## src/rtl/alu_cmd_pkg.sv

```systemverilog
// Shared opcodes, FSM state encoding and default widths for the ALU command sequencer.
// Optional build macro ALU_OP_CHECK_EN is consumed by alu_cmd_seq.
package alu_cmd_pkg;

  localparam int DEF_DATA_W = 32;
  localparam int DEF_ADDR_W = 3;
  localparam int OP_W       = 5;

  localparam logic [OP_W-1:0] OP_NOP = 5'd0;
  localparam logic [OP_W-1:0] OP_ADD = 5'd1;
  localparam logic [OP_W-1:0] OP_SUB = 5'd2;
  localparam logic [OP_W-1:0] OP_AND = 5'd3;
  localparam logic [OP_W-1:0] OP_OR  = 5'd4;
  localparam logic [OP_W-1:0] OP_XOR = 5'd5;
  localparam logic [OP_W-1:0] OP_NOR = 5'd6;
  localparam logic [OP_W-1:0] OP_MAX = OP_NOR;

  typedef enum logic [1:0] {
    ST_IDLE,
    ST_EXEC,
    ST_RESP
  } state_t;

  function automatic logic isIllegalOp(input logic [OP_W-1:0] op);
    return (op > OP_MAX);
  endfunction

endpackage

```

## src/rtl/regfile_2r1w.sv

```systemverilog
// Register file with two combinational read ports, one synchronous write port
// and an asynchronous active-low clear of every entry.
module regfile_2r1w
  import alu_cmd_pkg::*;
#(
  parameter int DATA_W = DEF_DATA_W,
  parameter int ADDR_W = DEF_ADDR_W
) (
  input  logic              clk,
  input  logic              rst_n,
  input  logic [ADDR_W-1:0] i_raddrA,
  input  logic [ADDR_W-1:0] i_raddrB,
  output logic [DATA_W-1:0] o_rdataA,
  output logic [DATA_W-1:0] o_rdataB,
  input  logic              i_we,
  input  logic [ADDR_W-1:0] i_waddr,
  input  logic [DATA_W-1:0] i_wdata
);

  localparam int NREGS = 1 << ADDR_W;

  logic [DATA_W-1:0] r_mem [NREGS];

  always_ff @(posedge clk or negedge rst_n) begin
    if (!rst_n) begin
      for (int i = 0; i < NREGS; i++) begin
        r_mem[i] <= '0;
      end
    end else if (i_we) begin
      r_mem[i_waddr] <= i_wdata;
    end
  end

  assign o_rdataA = r_mem[i_raddrA];
  assign o_rdataB = r_mem[i_raddrB];

endmodule

```

## src/rtl/alu_cmd_seq.sv

```systemverilog
// Command-driven initiator for the external combinational ALU: IDLE -> EXEC -> RESP.
// Define ALU_OP_CHECK_EN to turn opcodes above OP_MAX into flagged no-op responses.
module alu_cmd_seq
  import alu_cmd_pkg::*;
#(
  parameter int DATA_W = DEF_DATA_W,
  parameter int ADDR_W = DEF_ADDR_W
) (
  input  logic              clk,
  input  logic              rst_n,
  input  logic              cmd_valid,
  output logic              cmd_ready,
  input  logic [OP_W-1:0]   cmd_op,
  input  logic [ADDR_W-1:0] cmd_rd,
  input  logic [ADDR_W-1:0] cmd_rs1,
  input  logic [ADDR_W-1:0] cmd_rs2,
  input  logic              cmd_use_imm,
  input  logic [DATA_W-1:0] cmd_imm,
  output logic [DATA_W-1:0] alu_a,
  output logic [DATA_W-1:0] alu_b,
  output logic [OP_W-1:0]   alu_op,
  input  logic [DATA_W-1:0] alu_out,
  output logic              rsp_valid,
  input  logic              rsp_ready,
  output logic [DATA_W-1:0] rsp_data,
  output logic [ADDR_W-1:0] rsp_rd,
  output logic              rsp_err
);

  state_t            r_state;
  state_t            w_nextState;
  logic              w_cmdReady;
  logic              w_rspValid;
  logic              w_accept;
  logic              w_we;
  logic              w_illegal;
  logic [DATA_W-1:0] w_rdataA;
  logic [DATA_W-1:0] w_rdataB;

  logic [DATA_W-1:0] r_aluA;
  logic [DATA_W-1:0] r_aluB;
  logic [OP_W-1:0]   r_aluOp;
  logic [ADDR_W-1:0] r_rd;
  logic [DATA_W-1:0] r_res;
  logic              r_err;

`ifdef ALU_OP_CHECK_EN
  assign w_illegal = isIllegalOp(cmd_op);
`else
  assign w_illegal = 1'b0;
`endif

  // Operands are read combinationally at accept, so rs==rd sees the old value.
  regfile_2r1w #(
    .DATA_W(DATA_W),
    .ADDR_W(ADDR_W)
  ) u_regfile (
    .clk     (clk),
    .rst_n   (rst_n),
    .i_raddrA(cmd_rs1),
    .i_raddrB(cmd_rs2),
    .o_rdataA(w_rdataA),
    .o_rdataB(w_rdataB),
    .i_we    (w_we),
    .i_waddr (r_rd),
    .i_wdata (alu_out)
  );

  always_ff @(posedge clk or negedge rst_n) begin
    if (!rst_n) begin
      r_state <= ST_IDLE;
    end else begin
      r_state <= w_nextState;
    end
  end

  always_comb begin
    w_nextState = r_state;
    w_cmdReady  = 1'b0;
    w_rspValid  = 1'b0;
    case (r_state)
      ST_IDLE: begin
        w_cmdReady = 1'b1;
        if (cmd_valid) begin
          w_nextState = ST_EXEC;
        end
      end
      ST_EXEC: begin
        w_nextState = ST_RESP;
      end
      ST_RESP: begin
        w_rspValid = 1'b1;
        if (rsp_ready) begin
          w_nextState = ST_IDLE;
        end
      end
      default: begin
        w_nextState = ST_IDLE;
      end
    endcase
  end

  assign w_accept = cmd_valid & w_cmdReady;
  // Illegal opcodes are demoted to NOP at accept, so one NOP test covers both cases.
  assign w_we     = (r_state == ST_EXEC) && (r_aluOp != OP_NOP);

  always_ff @(posedge clk or negedge rst_n) begin
    if (!rst_n) begin
      r_aluA  <= '0;
      r_aluB  <= '0;
      r_aluOp <= OP_NOP;
      r_rd    <= '0;
      r_res   <= '0;
      r_err   <= 1'b0;
    end else begin
      if (w_accept) begin
        r_aluA  <= w_rdataA;
        r_aluB  <= cmd_use_imm ? cmd_imm : w_rdataB;
        r_aluOp <= w_illegal ? OP_NOP : cmd_op;
        r_rd    <= cmd_rd;
        r_err   <= w_illegal;
      end
      if (r_state == ST_EXEC) begin
        r_res   <= (r_aluOp == OP_NOP) ? '0 : alu_out;
        r_aluOp <= OP_NOP;
      end
    end
  end

  assign cmd_ready = w_cmdReady;
  assign rsp_valid = w_rspValid;
  assign alu_a     = r_aluA;
  assign alu_b     = r_aluB;
  assign alu_op    = r_aluOp;
  assign rsp_data  = r_res;
  assign rsp_rd    = r_rd;
  assign rsp_err   = r_err;

endmodule
```

## config.mk

```make
export PLATFORM = sky130hd
export DESIGN_NAME = alu_cmd_seq
export DESIGN_NICKNAME = d
export VERILOG_FILES = /design/src/rtl/alu_cmd_pkg.sv /design/src/rtl/regfile_2r1w.sv /design/src/rtl/alu_cmd_seq.sv
export SDC_FILE = /design/constraint.sdc
export NUM_CORES = 1
export LEC_CHECK = 0
export CAP_MARGIN = 20
export CORE_ASPECT_RATIO = 0.6
export CORE_UTILIZATION = 45
export CTS_CLUSTER_DIAMETER = 80
export DETAILED_ROUTE_END_ITERATION = 12
export GPL_ROUTABILITY_DRIVEN = 0
export PLACE_DENSITY = 0.68
export SLEW_MARGIN = 20
export SYNTH_ARGS = -nofsm -noshare
export SYNTH_HDL_FRONTEND = slang
export SYNTH_SLANG_ARGS = --single-unit
```

## constraint.sdc

```tcl
create_clock -name clk -period 3.6 [get_ports clk]
set_input_delay 0.36 -clock clk [delete_from_list [all_inputs] [get_ports clk]]
set_output_delay 0.36 -clock clk [all_outputs]
set_load 0.1 [all_outputs]
```

==> out/results.tsv <==
metric	value	unit
status	complete, but fails checks	
violations	DRC	
skew	10.7	ps
drtIter0Drc	1152	
worst_pin_slew	1200	ps
dr.pass1.iters	9	
wire_per_inst	25.6	um
antennaDiodeCount	0	
syn_nets	1511	
power.density	1020	nW/um^2
antenna_found_initial	1	
ys_types	39	
max_clock_freq	361	MHz
ys_warn_count	0	
worstHoldPathType	in -> reg	
async_reset_ff_share	100	%
dp_slack	1020	ps
synth_seq_area_share	50.0	%
internal_power	0.0121	W
yosysMostFrequentCell	dfrtp_1	
num_io_pins	190	
max-clock-path-buffers	3	
switching_power	0.0101	W
setup_viol	0	
die_y	158	um
setup.worst_path.class	reg -> out	
slew_violations	0	
ir_drop	0.738	mV
r2r_start	alu_op[0]$_DFFE_PN0P_	
syn_area_per_cell	12.7	um^2
clk_latency	530	ps
synthTopCellsByArea	dfrtp_1 50%, mux2_2 20%, mux2i_1 8.1%, mux2_4 2.5%, nand2_1 2.4%	
start_util	46.1	%
crit_required	3240	ps
layout-drive-gt1-share	30.1	%
yosysTopAreaCell	dfrtp_1	
critPathMaxStageDelay	1140	ps
cts_htree_levels	2	
coreArea	39400	um^2
root_buffer	clkbuf_16	
utilization	55.2	%
synth_area	18100	um^2
finish.instance_area	21700	um^2
ys_top_cells_by_count	362 x dfrtp_1, 316 x mux2_2, 147 x mux2i_1	
finalNetCount	1664	
maxCapViolations	0	
fp-row-count	56	
p_seq_share	35.0	%
clk_pin_slew	60	ps
cts.sinks	362	
vias	12900	
grt_pass1_wl	82500	um
fp.dieW	261	um
cp_slowest_cell	clkdlybuf4s50_1	
fin_crit_sh	76.9	%
detailed_place_hpwl	33000	um
antenna_left	0	
hold_viol	0	
comb_power_share	48.2	%
crit_chain	nor2_1 > clkdlybuf4s50_1	
end_kind	primary output	
crit_end	cmd_ready	
reg2reg_slack	980	ps
synth_edf_count	0	
finalSetupTns	0	ps
post-route-min-period	2770	ps
grt_max_degree	96	
netSwitchingFraction	45.5	%
p_leak	9.27	nW
track_usage	26.7	%
ys_dominant_reg_cell	dfrtp_1	
dieArea	41100	um^2
cts_tree	yes	
grt_pass1_vias	13100	
slew-limit-headroom	19.7	%
synth_top_area_share	50.0	%
rsz0062_at_grt	no	
arrival	2410	ps
placement.cell_area	20600	um^2
synth.ff_latch_count	362	
numCtsBuffers	36	
r2r-end	u_regfile.r_mem[143]$_DFFE_PN0P_	
routed_wl	54400	um
clkPwrFrac	16.9	%
io_buffers	188	
worstSetupStartpoint	r_state[1]$_DFFE_PN0P_	
synthToLayoutAreaGrowth	19.8	%
drcViolationCount	9	
viasPerCell	6.06	
hold-worst-slack	338	ps
startpoint_type	flop	
cts_setup_buffers	0	
overflow	0	
setup_slack	830	ps
worstPathMaxFanout	10	
ff2ff_path_depth	4	
syn_inst	1428	
==> area by class of cell <==
class	count	area, um^2
Clock buffer	54	1050
Clock inverter	5	75.1
Inverter	3	12.5
Timing Repair Buffer	229	2310
Multi-Input combinational cell	949	8570
Sequential cell	362	9060
Fill cell	3258	17700
Tap cell	522	653
==> critical path, delay by kind of cell, from the launching register on <==
kind          cells  cell delay, ps
flops             1             570
buf+inv           1            1140
simple gates      1             160
==> power by group through the flow <==
stage | logic [W] | registers [W] | clock network [W]
finish | 0.0107 | 0.00775 | 0.00374
global route | 0.0112 | 0.00796 | 0.00397
CTS | 0.0107 | 0.00769 | 0.00380
detailed placement | 0.0106 | 0.00772 | 0
global placement | 0.0105 | 0.00765 | 0
floorplan | 0.00423 | 0.0112 | 0
==> metrics by stage <==
step | std cells | total power (W)
final | 2124 | 0.0222
after floorplan | 1428 | 0.0154
after CTS | 2123 | 0.0222
after global routing | 2124 | 0.0231
after detailed placement | 2063 | 0.0184
after global placement | 2063 | 0.0181
==> state kept, by name, summed over array words and instances, names as in the netlist <==
name             count
r_state              2
alu_a               32
alu_b               32
alu_op               5
rsp_data            32
rsp_rd               3
u_regfile.r_mem    256
==> layout by cell type (no fill, tap or decap), types with 32 or more instances in the layout <==
| master | n |
|---|---|
| dfrtp_1 | 362 |
| mux2_2 | 316 |
| mux2i_1 | 147 |
| o22ai_1 | 64 |
| o21ai_0 | 48 |
| nand2_1 | 113 |
| o31ai_1 | 47 |
| buf_4 | 33 |
| clkbuf_16 | 37 |
| clkdlybuf4s50_1 | 182 |
| a22o_1 | 32 |
==> logic make-up (layout without fill, tap and decap cells) <==
family                 count (synthesis)  count (layout)  share of synthesized area [%]
muxes                                512             512                           31.4
DFF                                  362             362                           50.0
AOI/OAI and AO/OA                    249             249                           10.2
and+or+nand+nor                      187             187                           5.08
buffers and inverters                117             291                           3.35
other                                  1               1                         0.0207
==> routing by layer <==
| metal | track usage (%) | routed length [um] | vias to the layer above |
|---|---|---|---|
| met5 | 0 | 0 | - |
| met1 | 40.3 | 26100 | 6703 |
| met3 | 4.80 | 3710 | 91 |
| met2 | 39.0 | 23200 | 451 |
| met4 | 7.45 | 1420 | 0 |
| li1 | - | - | 5618 |
==> how the worst min path moves through the flow <==
stage	start	to	slack, ps	cells past startpoint
after global placement	rst_n	u_regfile.r_mem[71]$_DFFE_PN0P_	460	1
final	cmd_use_imm	alu_b[1]$_DFFE_PN0P_	340	3
after global routing	cmd_use_imm	alu_b[27]$_DFFE_PN0P_	330	3
after detailed placement	rst_n	u_regfile.r_mem[103]$_DFFE_PN0P_	460	1
after CTS	cmd_use_imm	alu_b[27]$_DFFE_PN0P_	320	3
after floorplan	rst_n	alu_a[0]$_DFFE_PN0P_	60	0
==> timing repair <==
action,in CTS,in global routing
gates resized for setup,0,0
hold endpoints to repair,90,0
hold buffers,1,0
No activity file was read; power rests on OpenSTA's default activity.
